### config.mk
export PLATFORM = sky130hd
export DESIGN_NAME = sram_dp_sync
export DESIGN_NICKNAME = d
export VERILOG_FILES = /design/src/rtl/sram_dp_sync.sv
export SDC_FILE = /design/constraint.sdc
export NUM_CORES = 1
export LEC_CHECK = 0
export ABC_AREA = 0
export CAP_MARGIN = 20
export CORE_MARGIN = 2
export CORE_UTILIZATION = 50
export DETAILED_ROUTE_END_ITERATION = 8
export PLACE_DENSITY = 0.77
export SLEW_MARGIN = 20
export SYNTH_ARGS = -nofsm -noshare
export SYNTH_HDL_FRONTEND = slang
export SYNTH_SLANG_ARGS = --single-unit
### constraint.sdc
create_clock -name clk -period 2.7 [get_ports clk]
set_input_delay 0.54 -clock clk [delete_from_list [all_inputs] [get_ports clk]]
set_output_delay 0.54 -clock clk [all_outputs]
set_load 0.005 [all_outputs]
### src/rtl/sram_dp_sync.sv
`default_nettype none
// ============================================================================
// Module   : sram_dp_sync
// Brief    : Simple-dual-port synchronous SRAM with byte enables, 1/2-cycle
//            read latency and a post-reset zero-clear sequencer.
//            Optional macro SRAM_RDW_BYPASS_EN selects write-first collisions.
// Revision : 1.0 - initial release
// ============================================================================
module sram_dp_sync #(
    parameter int ADDR_WIDTH = 4,
    parameter int WORD_DEPTH = 16,
    parameter int WORD_WIDTH = 8,
    parameter int RD_LATENCY = 1
) (
    input  logic                    clk,
    input  logic                    rst,
    input  logic                    wr_en,
    input  logic [ADDR_WIDTH-1:0]   wr_addr,
    input  logic [WORD_WIDTH-1:0]   wr_data,
    input  logic [WORD_WIDTH/8-1:0] wr_be,
    input  logic                    rd_en,
    input  logic [ADDR_WIDTH-1:0]   rd_addr,
    output logic [WORD_WIDTH-1:0]   rd_data,
    output logic                    rd_valid,
    output logic                    init_busy
);

    localparam int                    c_LANES    = WORD_WIDTH / 8;
    localparam logic [ADDR_WIDTH:0]   c_DEPTH    = (ADDR_WIDTH + 1)'(WORD_DEPTH);
    localparam logic [ADDR_WIDTH-1:0] c_LAST     = ADDR_WIDTH'(WORD_DEPTH - 1);
    localparam logic [0:0]            c_ST_CLEAR = 1'b0;
    localparam logic [0:0]            c_ST_READY = 1'b1;

    logic [WORD_WIDTH-1:0] r_mem [WORD_DEPTH];
    logic [0:0]            r_state;
    logic [0:0]            w_state_nxt;
    logic [ADDR_WIDTH-1:0] r_clr_addr;
    logic                  w_clearing;
    logic                  w_wr_ok;
    logic                  w_rd_ok;
    logic                  w_rd_inrange;
    logic [WORD_WIDTH-1:0] w_rd_word;
    logic [WORD_WIDTH-1:0] r_s1_data;
    logic                  r_s1_valid;

    always_ff @(posedge clk) begin
        if (rst) begin
            r_state    <= c_ST_CLEAR;
            r_clr_addr <= '0;
        end else begin
            r_state <= w_state_nxt;
            if (w_clearing) begin
                r_clr_addr <= r_clr_addr + 1'b1;
            end
        end
    end

    always_comb begin
        w_state_nxt = r_state;
        w_clearing  = 1'b0;
        init_busy   = 1'b0;
        if (r_state == c_ST_CLEAR) begin
            w_clearing = 1'b1;
            init_busy  = 1'b1;
            if (r_clr_addr == c_LAST) begin
                w_state_nxt = c_ST_READY;
            end
        end
    end

    // Out-of-range addresses are filtered here so they never alias into the array.
    assign w_wr_ok      = (r_state == c_ST_READY) && wr_en && ({1'b0, wr_addr} < c_DEPTH);
    assign w_rd_ok      = (r_state == c_ST_READY) && rd_en;
    assign w_rd_inrange = ({1'b0, rd_addr} < c_DEPTH);

    // The array itself is never reset; contents survive rst until the sweep reaches them.
    always_ff @(posedge clk) begin
        if (!rst) begin
            if (w_clearing) begin
                r_mem[r_clr_addr] <= '0;
            end else if (w_wr_ok) begin
                for (int l = 0; l < c_LANES; l++) begin
                    if (wr_be[l]) begin
                        r_mem[wr_addr][8*l +: 8] <= wr_data[8*l +: 8];
                    end
                end
            end
        end
    end

    always_comb begin
        w_rd_word = '0;
        if (w_rd_inrange) begin
            w_rd_word = r_mem[rd_addr];
`ifdef SRAM_RDW_BYPASS_EN
            if (w_wr_ok && (wr_addr == rd_addr)) begin
                for (int l = 0; l < c_LANES; l++) begin
                    if (wr_be[l]) begin
                        w_rd_word[8*l +: 8] = wr_data[8*l +: 8];
                    end
                end
            end
`endif
        end
    end

    always_ff @(posedge clk) begin
        if (rst) begin
            r_s1_data  <= '0;
            r_s1_valid <= 1'b0;
        end else begin
            r_s1_valid <= w_rd_ok;
            if (w_rd_ok) begin
                r_s1_data <= w_rd_word;
            end
        end
    end

    generate
        if (RD_LATENCY == 2) begin : g_lat2
            logic [WORD_WIDTH-1:0] r_s2_data;
            logic                  r_s2_valid;

            always_ff @(posedge clk) begin
                if (rst) begin
                    r_s2_data  <= '0;
                    r_s2_valid <= 1'b0;
                end else begin
                    r_s2_valid <= r_s1_valid;
                    if (r_s1_valid) begin
                        r_s2_data <= r_s1_data;
                    end
                end
            end

            assign rd_data  = r_s2_data;
            assign rd_valid = r_s2_valid;
        end else begin : g_lat1
            assign rd_data  = r_s1_data;
            assign rd_valid = r_s1_valid;
        end
    endgenerate

endmodule
`default_nettype wire

==> impl_metrics.ini, run 1 <==
[outcome]
outcome = completed

[critical_path]
cp.required_ns = 2.74
crit_path_start_kind = input port
worstPathMaxFanout = 8
arrival_ns = 2.38
reg2reg_depth = 5
r2r_start = r_state
r2r_end = r_mem[13][2]
crit_type = in -> reg
rrSetupSlack_ns = 0.50
worstSetupEndpointType = flop

[cells_and_area]
final_layout_size_suffix_gt1_share_pct = 22.8
nets = 369
final_area_um2 = 6830
n_antenna_cell = 0
fillers = 737
finish.utilization_pct = 62.4
synthToLayoutAreaGrowth_pct = 21.1

[route]
drt_iter0_drc = 239
dr.pass1.iters = 4
via_count = 2930
via_per_inst = 5.86
drc = 0
avgRoutedWirePerCell_um = 22.4
routed_wl_um = 11200
ant_nets = 0

[clock_network]
clkTransAtPathRegs_ns = 0.06
h-tree-depth = 4
cts_hold_buf = 0
post_cts_buffers = 0
tritoncts = done
cts_buffers = 17
post_cts_resized = 0
numClockSinks = 142
cts_root_buf = clkbuf_16
clk_latency_ns = 0.42
cts_buffer_depth = 2

[global_routing]
grt.overflow.total = 0
grt_pass1_vias = 2916
grt_usage_pct = 20.5
grt_max_degree = 26
grt_pass1_wl_um = 17000
antenna_found_initial = 0

[sta]
hold_violations = 0
max_freq_ghz = 0.428
tightest_slew_ns = 0.787
fin_crit_sh_pct = 86.5
fin_skew_ns = 0.00539
tns_ns = 0
slew_violations = 0
fin_crit_ns = 2.34
setup_viol = 0
relSlewSlack_pct = 47.3
rsz0062_at_grt = no
hold_ws_ns = 0.467

[logic_synthesis]
synth_top_area_share_pct = 68.1
syn_inst = 295
synth_ff_type = edfxtp_1
yosysMostFrequentCell = edfxtp_1
synth.area.top_cells = edfxtp_1 68%, mux4_2 8.8%, dfxtp_1 5.0%
netlist_top_cells_count = 128 x edfxtp_1, 22 x mux4_2, 22 x nor2_1
ys_ff_latch = 142
synth_top_area_cell = edfxtp_1
async_flop_share_pct = 0
synth_edf_count = 128
syn-num-nets = 317
syn_area_per_cell_um2 = 19.1
yosysUniqueCellTypes = 38
ys_warn_count = 0
seq_area_frac_synth_pct = 73.1
syn-cell-area_um2 = 5640

[die]
coreArea_um2 = 10900
io_pins = 31
die_area_um2 = 12100
rows = 38
dieHeight_um = 110
start_util_pct = 51.6
die_w_um = 110

[hold_path]
hp-class = reg -> reg
hold-path-endpoint = rd_data[0]
whs_path_depth = 2
min-delay-start = rd_data[0]

[pwr]
ir_drop_uv = 331
power.density_nw_per_um2 = 761
leakage_nw = 2.14

[place]
place_area_um2 = 6160
dp_hpwl_um = 7090
io_buffers = 30
place_congestion = 0.841

[flow_run]
cap_violations = 0
[stage by stage]
stage                     setup slack [ns]  cells  power, W
final                                0.363    500   0.00519
after detailed placement           -0.0665    468   0.00266
after floorplan                      0.499    295   0.00258
after global routing                 0.275    500   0.00533
after CTS                            0.381    500   0.00521
after global placement              0.0564    468   0.00266
[kinds of logic after synthesis]
family | count (synthesis) | share of synthesized area, %
flip-flops | 142 | 73.1
AND/OR/NAND/NOR | 55 | 5.01
multiplexers | 52 | 16.6
AO/OA/AOI/OAI | 24 | 2.64
buffers and inverters | 18 | 1.93
XOR/XNOR | 3 | 0.466
adder cells (fa/ha/maj) | 1 | 0.222
[placed cells by master (no fill, tap or decap), types with 2 or more instances in the layout]
cell,synthesis,final
clkbuf_8,0,4
mux4_2,22,22
nand3_1,2,2
nand2_1,8,8
a21oi_1,4,4
clkinvlp_4,0,3
edfxtp_1,128,128
a22oi_1,7,7
and2_1,10,10
a31oi_1,4,4
buf_4,1,17
clkinv_2,0,2
o21ai_1,6,6
inv_1,3,3
mux2i_1,13,13
nor3b_1,2,2
clkdlybuf4s50_1,0,29
nor2_1,22,22
mux4_1,8,8
xor2_1,2,2
dfxtp_1,14,14
nand4_1,2,2
clkbuf_16,0,17
mux2_2,9,9
bufinv_16,0,5
[sequential cells by signal, indices dropped and copies added (netlist names)]
register    count
rd_data         8
rd_valid        1
r_state         1
r_clr_addr      4
r_mem         128
[area by class of cell]
| cell class | instances | area (um2) | area share (%) |
|---|---|---|---|
| flip-flops and latches | 142 | 4120 | 60.4 |
| multi-input cells | 135 | 1410 | 20.6 |
| clock buffers | 22 | 484 | 7.09 |
| repair buffers | 48 | 443 | 6.49 |
| clock inverters | 10 | 183 | 2.68 |
| well taps | 140 | 175 | 2.57 |
| inverters | 3 | 11.3 | 0.165 |
[worst max path at each step]
stage,from,endpoint,cells after the start
floorplan,rst,r_mem[1][0],5
global placement,rst,r_mem[2][1],6
detailed placement,rst,r_mem[14][4],6
CTS,rst,r_mem[13][2],6
global route,rst,r_mem[13][5],6
finish,rst,r_mem[14][7],6
[critical path: stages]
cell,delay (ns)
clkdlybuf4s50_1,0.47
and4b_1,0.25
buf_4,0.18
nor3b_1,0.20
a31oi_1,0.11
nor2_1,0.63
[power breakdown]
part,switching (W),internal (W),total [W]
logic,0.0000978,0.000107,0.000205
clock network,0.000844,0.00173,0.00258
registers,0.0000152,0.00240,0.00241
[per-layer routing]
metal	global-route usage (%)	share of wire (%)	routed length, um
met1	28.4	42	4750
met2	30.5	47	5270
met3	6.11	8.4	945
met4	8.84	2.3	256
met5	0	0	0
Note: power is estimated with default switching activity, not from simulation.
==> run 2, diff against run 1 <==
--- a/config.mk
+++ b/config.mk
@@ -10,6 +10,7 @@
 export CORE_MARGIN = 2
 export CORE_UTILIZATION = 50
 export DETAILED_ROUTE_END_ITERATION = 8
+export GPL_ROUTABILITY_DRIVEN = 0
 export PLACE_DENSITY = 0.77
 export SLEW_MARGIN = 20
 export SYNTH_ARGS = -nofsm -noshare
==> results of run 2 <==
Same layout as run 1: the final DEF is identical, and so are final timing and power.
